$ cat src/rtl/spi_miso_arbiter_if.sv
// Bus bundle between the slave-side SPI cores and the MISO arbiter.
// The slave modport is the arbiter's view; master is the surrounding logic.
interface spi_miso_arbiter_if #(
  parameter int N_SLAVES = 8,
  parameter int CNT_W    = 8
) ();
  localparam int IDX_W = (N_SLAVES > 1) ? $clog2(N_SLAVES) : 1;

  logic [N_SLAVES-1:0] miso_in;
  logic [N_SLAVES-1:0] oen_in;
  logic                cnt_clr;
  logic                miso_out;
  logic                oen_out;
  logic [IDX_W-1:0]    sel_idx;
  logic                sel_valid;
  logic                conflict;
  logic [CNT_W-1:0]    conflict_cnt;

  modport slave (
    input  miso_in,
    input  oen_in,
    input  cnt_clr,
    output miso_out,
    output oen_out,
    output sel_idx,
    output sel_valid,
    output conflict,
    output conflict_cnt
  );

  modport master (
    output miso_in,
    output oen_in,
    output cnt_clr,
    input  miso_out,
    input  oen_out,
    input  sel_idx,
    input  sel_valid,
    input  conflict,
    input  conflict_cnt
  );
endinterface

$ cat src/rtl/spi_miso_arbiter.sv
// Registered one-hot MISO selector with bus-turnaround gap and
// sticky multi-driver conflict detection plus saturating counter.
module spi_miso_arbiter #(
  parameter int N_SLAVES  = 8,
  parameter int TA_CYCLES = 2,
  parameter int CNT_W     = 8
) (
  input  logic              clk,
  input  logic              rst,
  spi_miso_arbiter_if.slave bus
);
  localparam int IDX_W = (N_SLAVES > 1) ? $clog2(N_SLAVES) : 1;
  localparam bit TA_ZERO = (TA_CYCLES == 0);
  localparam logic [3:0] TA_LAST =
    TA_ZERO ? 4'd0 : 4'(TA_CYCLES - 1);
  localparam logic [CNT_W-1:0] CNT_MAX = '1;

  typedef enum logic [1:0] {
    S_IDLE,
    S_TURN,
    S_SEL,
    S_CONF
  } state_t;

  state_t           r_state;
  state_t           w_nstate;
  logic [IDX_W-1:0] r_idx;
  logic [IDX_W-1:0] w_nidx;
  logic [3:0]       r_ta;
  logic [3:0]       w_nta;

  logic [N_SLAVES-1:0] w_oen;
  logic                w_zero;
  logic                w_multi;
  logic                w_single;
  logic [IDX_W-1:0]    w_idx;
  logic                w_same;
  logic                w_enter;
  logic                w_miso_sel;

  logic             r_miso;
  logic             r_oen;
  logic             r_valid;
  logic             r_conf;
  logic [CNT_W-1:0] r_cnt;

  assign w_oen    = bus.oen_in;
  assign w_zero   = ~|w_oen;
  // x & (x-1) is nonzero iff two or more bits are set
  assign w_multi  = |(w_oen & (w_oen - 1'b1));
  assign w_single = ~w_zero & ~w_multi;
  assign w_same   = (w_idx == r_idx);

  // OR of set-bit indices: exact when one-hot, no priority chain
  always_comb begin
    w_idx = '0;
    for (int i = 0; i < N_SLAVES; i++) begin
      if (w_oen[i]) begin
        w_idx = w_idx | IDX_W'(i);
      end
    end
  end

  always_comb begin
    w_nstate = r_state;
    w_nidx   = r_idx;
    w_nta    = r_ta;
    unique case (r_state)
      S_IDLE: begin
        unique case (1'b1)
          w_multi: w_nstate = S_CONF;
          w_single: begin
            w_nidx   = w_idx;
            w_nta    = '0;
            w_nstate = TA_ZERO ? S_SEL : S_TURN;
          end
          default: w_nstate = S_IDLE;
        endcase
      end
      S_TURN: begin
        unique case (1'b1)
          w_zero:  w_nstate = S_IDLE;
          w_multi: w_nstate = S_CONF;
          default: begin
            if (!w_same) begin
              w_nidx = w_idx;
              w_nta  = '0;
            end else if (r_ta == TA_LAST) begin
              w_nstate = S_SEL;
            end else begin
              w_nta = r_ta + 4'd1;
            end
          end
        endcase
      end
      S_SEL: begin
        unique case (1'b1)
          w_zero:  w_nstate = S_IDLE;
          w_multi: w_nstate = S_CONF;
          default: begin
            if (!w_same) begin
              w_nidx   = w_idx;
              w_nta    = '0;
              w_nstate = TA_ZERO ? S_SEL : S_TURN;
            end
          end
        endcase
      end
      S_CONF: begin
        if (w_zero) begin
          w_nstate = S_IDLE;
        end
      end
      default: w_nstate = S_IDLE;
    endcase
  end

  assign w_enter    = (w_nstate == S_CONF) && (r_state != S_CONF);
  assign w_miso_sel = bus.miso_in[w_nidx];

  always_ff @(posedge clk) begin
    if (rst) begin
      r_state <= S_IDLE;
      r_idx   <= '0;
      r_ta    <= '0;
    end else begin
      r_state <= w_nstate;
      r_idx   <= w_nidx;
      r_ta    <= w_nta;
    end
  end

  // Outputs come from next-state so the pad sees them one edge after sampling
  always_ff @(posedge clk) begin
    if (rst) begin
      r_oen   <= 1'b0;
      r_miso  <= 1'b0;
      r_valid <= 1'b0;
      r_conf  <= 1'b0;
    end else begin
      r_oen   <= (w_nstate == S_SEL);
      r_miso  <= (w_nstate == S_SEL) ? w_miso_sel : 1'b0;
      r_valid <= (w_nstate == S_SEL) || (w_nstate == S_TURN);
      r_conf  <= (w_nstate == S_CONF);
    end
  end

  always_ff @(posedge clk) begin
    if (rst) begin
      r_cnt <= '0;
    end else if (bus.cnt_clr) begin
      r_cnt <= '0;
    end else if (w_enter && (r_cnt != CNT_MAX)) begin
      r_cnt <= r_cnt + 1'b1;
    end
  end

  assign bus.miso_out     = r_miso;
  assign bus.oen_out      = r_oen;
  assign bus.sel_idx      = r_idx;
  assign bus.sel_valid    = r_valid;
  assign bus.conflict     = r_conf;
  assign bus.conflict_cnt = r_cnt;
endmodule
$ cat src/flat_wrapper.sv
// flat-port wrapper written by rule: the top's interface ports become plain ports
module spi_miso_arbiter_flat 
#(
  parameter int N_SLAVES  = 8,
  parameter int TA_CYCLES = 2,
  parameter int CNT_W     = 8
)
  (clk, rst, bus_miso_in, bus_oen_in, bus_cnt_clr, bus_miso_out, bus_oen_out, bus_sel_idx, bus_sel_valid, bus_conflict, bus_conflict_cnt);
  spi_miso_arbiter_if #(.N_SLAVES(N_SLAVES), .CNT_W(CNT_W)) bus_i ();
  input  logic clk;
  input  logic rst;
  input wire logic [$bits(bus_i.miso_in)-1:0] bus_miso_in;
  input wire logic [$bits(bus_i.oen_in)-1:0] bus_oen_in;
  input wire logic [$bits(bus_i.cnt_clr)-1:0] bus_cnt_clr;
  output wire logic [$bits(bus_i.miso_out)-1:0] bus_miso_out;
  output wire logic [$bits(bus_i.oen_out)-1:0] bus_oen_out;
  output wire logic [$bits(bus_i.sel_idx)-1:0] bus_sel_idx;
  output wire logic [$bits(bus_i.sel_valid)-1:0] bus_sel_valid;
  output wire logic [$bits(bus_i.conflict)-1:0] bus_conflict;
  output wire logic [$bits(bus_i.conflict_cnt)-1:0] bus_conflict_cnt;
  assign bus_i.miso_in = bus_miso_in;
  assign bus_i.oen_in = bus_oen_in;
  assign bus_i.cnt_clr = bus_cnt_clr;
  assign bus_miso_out = bus_i.miso_out;
  assign bus_oen_out = bus_i.oen_out;
  assign bus_sel_idx = bus_i.sel_idx;
  assign bus_sel_valid = bus_i.sel_valid;
  assign bus_conflict = bus_i.conflict;
  assign bus_conflict_cnt = bus_i.conflict_cnt;
  spi_miso_arbiter #(.N_SLAVES(N_SLAVES), .TA_CYCLES(TA_CYCLES), .CNT_W(CNT_W)) u_core (.clk(clk), .rst(rst), .bus(bus_i));
endmodule
$ cat config.mk
export PLATFORM = sky130hd
export DESIGN_NAME = spi_miso_arbiter_flat
export DESIGN_NICKNAME = d
export VERILOG_FILES = /design/src/rtl/spi_miso_arbiter_if.sv /design/src/rtl/spi_miso_arbiter.sv /design/src/flat_wrapper.sv
export SDC_FILE = /design/constraint.sdc
export NUM_CORES = 1
export LEC_CHECK = 0
export CAP_MARGIN = 20
export CORE_MARGIN = 4
export CORE_UTILIZATION = 53
export DETAILED_ROUTE_END_ITERATION = 6
export PLACE_DENSITY = 0.84
export SYNTH_ARGS = -nofsm -noshare
export SYNTH_HDL_FRONTEND = slang
export SYNTH_SLANG_ARGS = --single-unit
$ cat constraint.sdc
create_clock -name clk -period 8.3 [get_ports clk]
set_clock_uncertainty 0.2 [all_clocks]
set_input_delay 0.83 -clock clk [delete_from_list [all_inputs] [get_ports clk]]
set_output_delay 0.83 -clock clk [all_outputs]
set_load 0.1 [all_outputs]
==> metrics.md, run 1 <==
| Metric | Value |
|---|---|
| Outcome | finished, final reports clean |
| Kind of critical path | input port to flip-flop |
| PD cells | between 200 and 250 nW/um^2 |
| GP Congestion | 0.8308 |
| Flop pwr share | between 30% and 40% |
| CP top delay family | simple AND/OR/NAND/NOR gates |
| IO Count | 34 |
| Vias per inst | 6.257 |
| Core ar. | 2500 um^2 |
| Sequential cell area fraction in the yosys report | 29.79% |
| CP most frequent cell | or4_1 |
| Yosys reg bits | 21 |
| Worst slew pin tran | 0.9836 ns |
| Sink Count | 21 |
| GR Layer Usage met2 | 36.66% |
| PortBufs | 33 |
| Critical Path AT | ~3.8 ns |
| DP HPWL | 2700 um |
| Largest stage delay on the critical path | 0.62 ns |
| Routed Antenna Nets | 0 |
| CP Capture Type | flip-flop |
| Synthesis-to-layout area growth | 25.62% |
| Die Width | 59.61 um |
| Die area | 3553 um^2 |
| WP buf/inv | 1 |
| First-pass GRT wire length | around 5800 um |
| Max cap viols | 0 |
| Worst EP required | 8.34 ns |
| Max transition margin | 34.22% |
| Chip Height | 59.61 um |
| Top_reg_cell synth | dfxtp_1 |
| Commonest cells in the synthesized netlist | 21 x dfxtp_1, 16 x nor2_1, 9 x ha_1 |
| Post-DP Area | 1745 um^2 |
| Std-Cell Rows | 18 |
| Worst hold path class | flip-flop to flip-flop |
| Max Freq | about 270 MHz |
| Nets@finish | 225 |
| Post-Syn Instances | 164 |
| Hold Slack | 0.3252 ns |
| Leak pwr | 0.6402 nW |
| Library cells used by synthesis | 52 |
| Max Slew Vio Count | 0 |
| Fin crit share | 45.08% |
| Router iterations before antenna repair | 4 |
| Internal | 0.2065 mW |
| Post-synthesis net count | 192 |
| NetSw | 0.1995 mW |
| Hold Fails Final Rpt | 0 |
| Final Setup Violations | 0 |
| Pin count of the biggest net entering global routing | 15 |
| Hold_buf cts | 0 |
| Final Cell Area | 1773 um^2 |
| Crit path max-delay cell type | or4_1 |
| TritonCTS clock tree | built |
| Avg Inst Size Synth | 8.606 um^2 |
| Comb pwr share | a little under three fifths |
| Min cycle time layout | about 3.7 ns |
| DRT iter0 DRCs | 101 |
| # diodes | 0 |
| Clock power share | 11.9% |
| Starting Density | between 50 and 60% |
| Number of synthesized flops with an enable pin | 0 |
| Startpoint Class | input port |
| Met1 Usage GRT | 24.97% |
| Synth Warn # | 0 |
| Residual DRC | 0 |
| Async SR Flop Fraction | 0% |
| Gr usage total | around a fifth |
| Drt total wl | 3450 um |
| Post-Syn Area | 1411 um^2 |
| Area of the multi-input gates | 930.9 um^2 |
| Clock slew at reported path FFs | ~0.11 ns |
| Grt total ovfl | 0 |
| Avg WL per Cell | 15.27 um |
| Fillcell total | 200 |
| Initial antenna violation count | 0 |
| Most used routing layer | met2 |
| Switching portion of total power | ~49% |
| Post-CTS Resized | 0 |
| Number of global-route vias before repair | 1316 |
| Max FO, Critical Path | 14 |
| Ranking of synthesized cells by area | dfxtp_1 30%, ha_1 8.0%, mux2i_1 4.3% |
| CTS Buf Count | 3 |
| Global routing met3 resource utilization | ~2.4% |
| Setup Buffers After CTS | 0 |
| Register-to-Register Setup Slack | 5.50 ns |
| Setup TNS | 0 ns |
| Dominant cell type by area after synthesis | dfxtp_1 |
| RSZ-0062 raised after global routing | false |
| DR vias | 1414 |
| Most frequent cell after synthesis | dfxtp_1 |
| Worst-skew pair later-pin latency | approximately 0.30 ns |
| H-tree levels | 1 |
| Peak supply drop | 231.3 uV |
| Sequential cell area | 420.4 um^2 |
| Clk root buf | clkbuf_4 |
| Worst-path cell chain | clkdlybuf4s50_1, or4_1, xnor2_1, nand4_1, a21oi_1, o311ai_1, nand3_2, or4_1, a21boi_1 |
| Top-area cell type share of the netlist area | 29.79% |
| Clk buf depth | 2 |
| Share of layout cells above drive strength 1 | around 7.7% |
==> power by group through the flow <==
stage	Sequential [mW]	Clock [mW]	Combinational (mW)
after global placement	0.126	0	0.226
after floorplan	0.193	0	0.118
after global routing	0.127	0.0537	0.248
after detailed placement	0.127	0	0.232
final	0.124	0.0482	0.233
after CTS	0.125	0.0490	0.232
==> cell type report <==
cell class	instances	area share [%]
Clock buffer	3	1.270
Clock inverter	1	0.2823
Inverter	7	1.482
Multi-Input combinational cell	131	52.51
Sequential cell	21	23.71
Tap cell	30	2.117
Timing Repair Buffer	33	18.63
==> flip-flops by register name, summed over array words and instances (netlist names) <==
signal and flops:
u_core.bus.sel_valid 1, u_core.r_ta 4, u_core.bus.sel_idx 3, u_core.bus.conflict_cnt 8, u_core.bus.oen_out 1, u_core.bus.conflict 1
u_core.r_state 2, u_core.bus.miso_out 1
==> metrics by stage <==
stage | std cells | total power, mW | utilization [%] | worst slack (ns)
after floorplan | 164 | 0.3101 | - | 4.998
after global placement | 222 | 0.3515 | 69.82 | 4.341
after detailed placement | 222 | 0.3588 | 69.82 | 4.276
after CTS | 226 | 0.4058 | 70.92 | 4.560
after global routing | 226 | 0.4280 | 70.92 | 4.392
final | 226 | 0.4060 | 70.92 | 4.558
==> cells by family after synthesis <==
group	synth area share, %
adders and majority gates	8.688
AOI/OAI and AO/OA	24.47
and+or+nand+nor	24.47
muxes	5.851
DFF	29.79
xor gates and xnor gates	2.483
buffers and inverters	4.255
==> cell usage in the layout, fill, tap and decap left out, types with 2 or more instances in the layout <==
| cell | instances |
|---|---|
| o21bai_1 | 2 |
| inv_1 | 7 |
| nor2_1 | 16 |
| and2_1 | 2 |
| or4_1 | 2 |
| o21ai_0 | 6 |
| a21oi_1 | 5 |
| mux2i_1 | 6 |
| nor2b_1 | 5 |
| or3_1 | 6 |
| nand2b_1 | 4 |
| o21a_1 | 2 |
| mux2_2 | 2 |
| nand3_1 | 6 |
| o21ai_1 | 5 |
| xor2_1 | 3 |
| o31ai_1 | 2 |
| nand2_1 | 7 |
| a2111oi_1 | 2 |
| nor4_1 | 6 |
| clkbuf_4 | 3 |
| clkdlybuf4s50_1 | 33 |
| a21boi_1 | 5 |
| ha_1 | 9 |
| o31a_1 | 2 |
| dfxtp_1 | 21 |
==> final timing paths <==
check,from,end,cells past startpoint
setup / recovery,bus_oen_in[5],u_core.bus.conflict_cnt[6]$_SDFFE_PP0P_,9
hold / removal,u_core.r_ta[3]$_SDFFE_PP0P_,u_core.r_ta[3]$_SDFFE_PP0P_,2
setup reg to reg,u_core.r_state[0]$_SDFF_PP0_,u_core.bus.conflict_cnt[6]$_SDFFE_PP0P_,8
hold reg to reg,u_core.r_ta[3]$_SDFFE_PP0P_,u_core.r_ta[3]$_SDFFE_PP0P_,2
==> per-layer routing <==
metal  vias up  share of wire (%)
li1        682                  -
met1       664                 43
met2        57                 50
met3        11                5.5
met4         0                2.0
met5         -                  0
==> worst min-delay path: stages (launching register included) <==
cell and delay, ns:
dfxtp_1 0.34, o21ai_0 0.08, a21oi_1 0.07
Power figures use the tool's default switching activity.
==> run 2: changes to the inputs <==
- CORE_UTILIZATION: 53 -> 49
- PLACE_DENSITY: 0.84 -> 0.78
- clock period: 8.3 -> 3.9 ns (I/O delays scaled with it)
==> metrics.md, run 2 (same netlist as run 1, synthesis figures left out) <==
| Metric | Value |
|---|---|
| Outcome | finished, final reports clean |
| Worst R2R Path Depth | 8 |
| PD cells | 481.0 nW/um^2 |
| Clock slew at reported path FFs | 0.11 ns |
| CTS Buf Count | 3 |
| Share of layout cells above drive strength 1 | under 10% |
| Grt total ovfl | 0 |
| Setup crit start | bus_oen_in[5] |
| Place WS | 0.3217 ns |
| Kind of critical path | input port to flip-flop |
| Die Width | 61.67 um |
| Worst hold path class | flip-flop to flip-flop |
| Gr usage total | 18.83% |
| Peak supply drop | ~330 uV |
| DRT iter0 DRCs | around 130 |
| Max FO, Critical Path | 14 |
| Worst-skew pair later-pin latency | between 0.2 and 0.3 ns |
| Area of the multi-input gates | 930.9 um^2 |
| Sink Count | 21 |
| Setup Buffers After CTS | 0 |
| Reg-to-Reg Start | u_core.r_state[0]$_SDFF_PP0_ |
| RSZ-0062 raised after global routing | false |
| Largest register FFs | 8 |
| IO Count | 34 |
| Min cycle time layout | 3.300 ns |
| Register-to-Register Setup Slack | 1.13 ns |
| Worst-path cell chain | clkdlybuf4s50_1, or4_1, xnor2_1, nand4_1, a21oi_1, o311ai_1, nand3_2, or4_1, a21boi_1 |
| Pin count of the biggest net entering global routing | 15 |
| Worst Hold Depth | 2 |
| Final Setup Violations | 0 |
| Residual DRC | 0 |
| R2R Path End | u_core.bus.conflict_cnt[6]$_SDFFE_PP0P_ |
| Commonest non-fill, non-tap cell in the layout | clkdlybuf4s50_1 |
| Clk buf depth | 2 |
| Worst slew pin tran | 0.9822 ns |
| Leak pwr | approximately 0.65 nW |
| Most frequent cells in the layout | 33 x clkdlybuf4s50_1, 21 x dfxtp_1, 16 x nor2_1, 9 x ha_1 |
| Max Slew Vio Count | 0 |
| Max Freq | roughly 300 MHz |
| DP HPWL | 2761 um |
| Hold_buf cts | 0 |
| Initial antenna violation count | 0 |
| Clk root buf | clkbuf_4 |
| Nets@finish | about 230 |
| Starting Density | about half |
| Std-Cell Rows | 19 |
| DR vias | roughly 1400 |
| Fin worst setup slack | 0.6004 ns |
| Core ar. | 2758 um^2 |
| GP Congestion | slightly below 0.9 |
| Chip Height | 61.67 um |
| Hold Fails Final Rpt | 0 |
| Avg WL per Cell | 14.68 um |
| H-tree levels | 1 |
| Max transition margin | 34.31% |
| Setup TNS | 0 ns |
| Startpoint Class | input port |
| Drt total wl | 3347 um |
| First-pass GRT wire length | 5520 um |
| Vias per inst | ~6 |
| Fin crit share | approximately 85% |
| Fillcell total | ~240 |
| Max cap viols | 0 |
| PortBufs | 33 |
| Post-CTS Resized | 0 |
| CP most frequent cell | or4_1 |
| Number of global-route vias before repair | 1308 |
| Sequential cell area | 420.4 um^2 |
| Router iterations before antenna repair | 4 |
| Routed Antenna Nets | 0 |
| Worst EP required | 3.93 ns |
| Crit path max-delay cell type | or4_1 |
| Worst Hold End | u_core.r_ta[1]$_SDFFE_PP0P_ |
| Largest stage delay on the critical path | 0.61 ns |
| Critical Path AT | approximately 3.3 ns |
| Hold path startpoint | u_core.r_ta[1]$_SDFFE_PP0P_ |
| Die area | 3803 um^2 |
| Synthesis-to-layout area growth | 26.24% |
| # diodes | 0 |
| CP Capture Type | flip-flop |
| TritonCTS clock tree | built |
==> run 2: cell count changes in the layout (fill, tap and decap cells not counted) <==
cell	change
buf_4	+1
==> run 2: worst max-delay path by stage <==
stage                                                          to  slack [ns]  cells past startpoint
after floorplan           u_core.bus.conflict_cnt[5]$_SDFFE_PP0P_        1.04                     10
after global placement    u_core.bus.conflict_cnt[6]$_SDFFE_PP0P_        0.46                      9
after detailed placement  u_core.bus.conflict_cnt[6]$_SDFFE_PP0P_        0.32                      9
after CTS                 u_core.bus.conflict_cnt[6]$_SDFFE_PP0P_        0.64                      9
after global routing               u_core.bus.miso_out$_SDFF_PP0_        0.32                     11
final                     u_core.bus.conflict_cnt[6]$_SDFFE_PP0P_        0.60                      9
==> run 2: where the power goes <==
part	switching [mW]	internal (mW)	total, mW
Clock	0.0604	0.0381	0.0985
Sequential	0.0202	0.243	0.263
Combinational	0.336	0.159	0.495
Total	0.417	0.440	0.857
==> run 2: final cells by class <==
class	instances	share of cell area, %
Multi-Input combinational cell	131	52.25
Tap cell	31	2.177
Clock buffer	3	1.264
Clock inverter	1	0.2809
Sequential cell	21	23.60
Inverter	7	1.475
Timing Repair Buffer	34	18.96
==> run 2: layer usage <==
metal	vias up	part of all wire, %	global-route usage [%]
met5	-	0	0
met4	0	1.0	5.758
met3	4	5.3	3.564
met2	48	52	33.78
met1	642	41	22.50
li1	682	-	-
==> run 2: critical path, delay by kind of cell <==
family,cells,cell delay (ns)
AND/OR/NAND/NOR,4,1.56
AO/OA/AOI/OAI,3,0.66
buffers and inverters,1,0.53
XOR/XNOR,1,0.19
==> run 2: metrics by stage <==
step | hold WS, ns | util, % | std cells | area, um^2 | total power [mW]
after floorplan | 0.2609 | - | 164 | 1411 | 0.6599
after global placement | 0.2812 | 63.61 | 224 | 1754 | 0.7478
after detailed placement | 0.2868 | 63.61 | 224 | 1754 | 0.7606
after CTS | 0.3030 | 64.61 | 228 | 1782 | 0.8604
after global routing | 0.3323 | 64.61 | 228 | 1782 | 0.9165
final | 0.2978 | 64.61 | 228 | 1782 | 0.8570
==> run 3: changes to the inputs <==
- clock period: 3.9 -> 3.41 ns (I/O delays scaled with it)
==> metrics.md, run 3 (same netlist as run 1, synthesis figures left out) <==
| Metric | Value |
|---|---|
| Worst R2R Path Depth | 8 |
| Hold Fails Final Rpt | 0 |
| Residual DRC | 0 |
| PortBufs | 33 |
| Largest register FFs | 8 |
| GP Congestion | 0.8624 |
| NetSw | 0.4843 mW |
| CP Capture Type | flip-flop |
| First-pass GRT wire length | 5782 um |
| Synthesis-to-layout area growth | 29.88% |
| Clk root buf | clkbuf_4 |
| Max cap viols | 0 |
| Worst-path cell chain | clkdlybuf4s50_1, or4_4, a2111oi_1, o31ai_1, o41ai_2, o311ai_1, inv_1, ha_1, nor2b_1, nand2b_1, o22ai_2 |
| Peak supply drop | 436.0 uV |
| Worst Hold End | u_core.r_ta[1]$_SDFFE_PP0P_ |
| Pin count of the biggest net entering global routing | 15 |
| Register-to-Register Setup Slack | about 0.64 ns |
| Router iterations before antenna repair | 4 |
| Setup Buffers After CTS | 0 |
| Routed Antenna Nets | 0 |
| Gr usage total | 19.65% |
| Total power | roughly 1 mW |
| Drt total wl | 3398 um |
| Die area | 3803 um^2 |
| Hold_buf cts | 0 |
| RSZ-0062 raised after global routing | false |
| Number of global-route vias before repair | 1413 |
| Startpoint Class | input port |
| Std-Cell Rows | 19 |
| # diodes | 0 |
| CP top delay family | compound AO/OA/AOI/OAI gates |
| Most frequent cells in the layout | 33 x clkdlybuf4s50_1, 21 x dfxtp_1, 16 x nor2_1, 9 x ha_1, 8 x buf_4 |
| Share of layout cells above drive strength 1 | between 10% and 20% |
| CTS Buf Count | 3 |
| Kind of critical path | input port to flip-flop |
| Max Freq | 316.3 MHz |
| Nets@finish | between 200 and 250 |
| Finished Layout Cells | around 240 |
| Flop pwr share | 29.9% |
| Crit path max-delay cell type | or4_4 |
| Worst slew pin tran | a little under 1 ns |
| Vias per inst | roughly 6 |
| H-tree levels | 1 |
| Largest stage delay on the critical path | 0.61 ns |
| Clk buf depth | 2 |
| Fin crit share | a little over 90% |
| Switching portion of total power | between 40% and 50% |
| Internal | between 0.5 and 0.6 mW |
| Comb pwr share | between 50 and 60% |
| Max transition margin | 34.56% |
| Critical Path AT | approximately 3.2 ns |
| Chip Height | 61.67 um |
| Post-CTS Resized | 0 |
| Worst-skew pair later-pin latency | 0.29 ns |
| DRT iter0 DRCs | 62 |
| Clock slew at reported path FFs | between 0.1 and 0.15 ns |
| IO Count | 34 |
| Sink Count | 21 |
| Hold path startpoint | u_core.r_ta[1]$_SDFFE_PP0P_ |
| WP buf/inv | 2 |
| Worst hold path class | flip-flop to flip-flop |
| Commonest non-fill, non-tap cell in the layout | clkdlybuf4s50_1 |
| Leak pwr | 0.6770 nW |
| DP HPWL | 2780 um |
| Starting Density | approximately half |
| Initial antenna violation count | 0 |
| R2R Path End | u_core.bus.conflict_cnt[6]$_SDFFE_PP0P_ |
| Setup TNS | 0 ns |
| Max FO, Critical Path | 8 |
| Min cycle time layout | around 3.2 ns |
| TritonCTS clock tree | built |
| Die Width | between 60 and 70 um |
| Placed cell count | between 200 and 250 |
| PD cells | 549.1 nW/um^2 |
| Final Setup Violations | 0 |
| Core ar. | ~2800 um^2 |
| Avg WL per Cell | 14.46 um |
| Hold Slack | 0.2998 ns |
| Worst EP required | ~3.4 ns |
| Clock power share | 11.7% |
| Outcome | finished, final reports clean |
| Worst Hold Depth | 2 |
| Reg-to-Reg Start | u_core.r_state[0]$_SDFF_PP0_ |
| Grt total ovfl | 0 |
| Max Slew Vio Count | 0 |
| DR vias | about 1400 |
==> run 3: cell count changes in the layout (fill, tap and decap cells not counted) <==
cell,change
clkinv_2,-1
clkbuf_1,+1
buf_4,+7
==> run 3: how the worst max path moves through the flow <==
| stage | endpoint | slack (ns) | depth (start not counted) | startpoint |
|---|---|---|---|---|
| CTS | u_core.bus.miso_out$_SDFF_PP0_ | 0.27 | 11 | bus_oen_in[3] |
| finish | u_core.bus.miso_out$_SDFF_PP0_ | 0.25 | 11 | bus_oen_in[3] |
| floorplan | u_core.bus.conflict_cnt[5]$_SDFFE_PP0P_ | 0.60 | 10 | bus_oen_in[6] |
| detailed placement | u_core.bus.miso_out$_SDFF_PP0_ | -0.04 | 11 | bus_oen_in[3] |
| global route | u_core.bus.miso_out$_SDFF_PP0_ | 0.07 | 11 | bus_oen_in[3] |
| global placement | u_core.bus.conflict_cnt[6]$_SDFFE_PP0P_ | 0.08 | 9 | bus_oen_in[5] |
==> run 3: cell type report <==
cell class | count | area, um^2
inverter | 7 | 26.28
clock buffer | 4 | 26.28
fill | 239 | 924.6
timing repair buffer | 41 | 390.4
multi-input combinational | 131 | 930.9
sequential | 21 | 420.4
tap | 31 | 38.79
==> run 3: through the flow <==
stage | setup slack [ns] | cell area [um^2] | utilization, %
6_report | 0.2485 | 1833 | 66.47
5_1_grt | 0.07399 | 1833 | 66.47
4_1_cts | 0.2710 | 1833 | 66.47
3_5_place_dp | -0.03737 | 1807 | 65.52
3_3_place_gp | 0.08306 | 1807 | 65.52
2_1_floorplan | 0.5969 | 1411 | -
==> run 3: power groups by stage <==
| stage | Combinational, mW | Sequential (mW) | Clock, mW |
|---|---|---|---|
| 3_5_place_dp | 0.582 | 0.308 | 0 |
| 6_report | 0.587 | 0.301 | 0.118 |
| 4_1_cts | 0.586 | 0.302 | 0.121 |
| 5_1_grt | 0.626 | 0.307 | 0.133 |
| 2_1_floorplan | 0.286 | 0.469 | 0 |
| 3_3_place_gp | 0.569 | 0.305 | 0 |
==> run 3: tightest hold or removal path, cell delays in order, from the launching register on <==
cell	delay, ns
dfxtp_1	0.35
nand2_1	0.06
a21oi_1	0.05
==> run 3: per-layer routing <==
metal | wire, um | GRT usage [%] | vias up | part of all wire (%)
met4 | 40 | 6.061 | 0 | 1.2
met1 | 1470 | 22.03 | 643 | 43
met3 | 129 | 3.774 | 6 | 3.8
met2 | 1757 | 36.92 | 38 | 52
met5 | 0 | 0 | - | 0
li1 | - | - | 691 | -
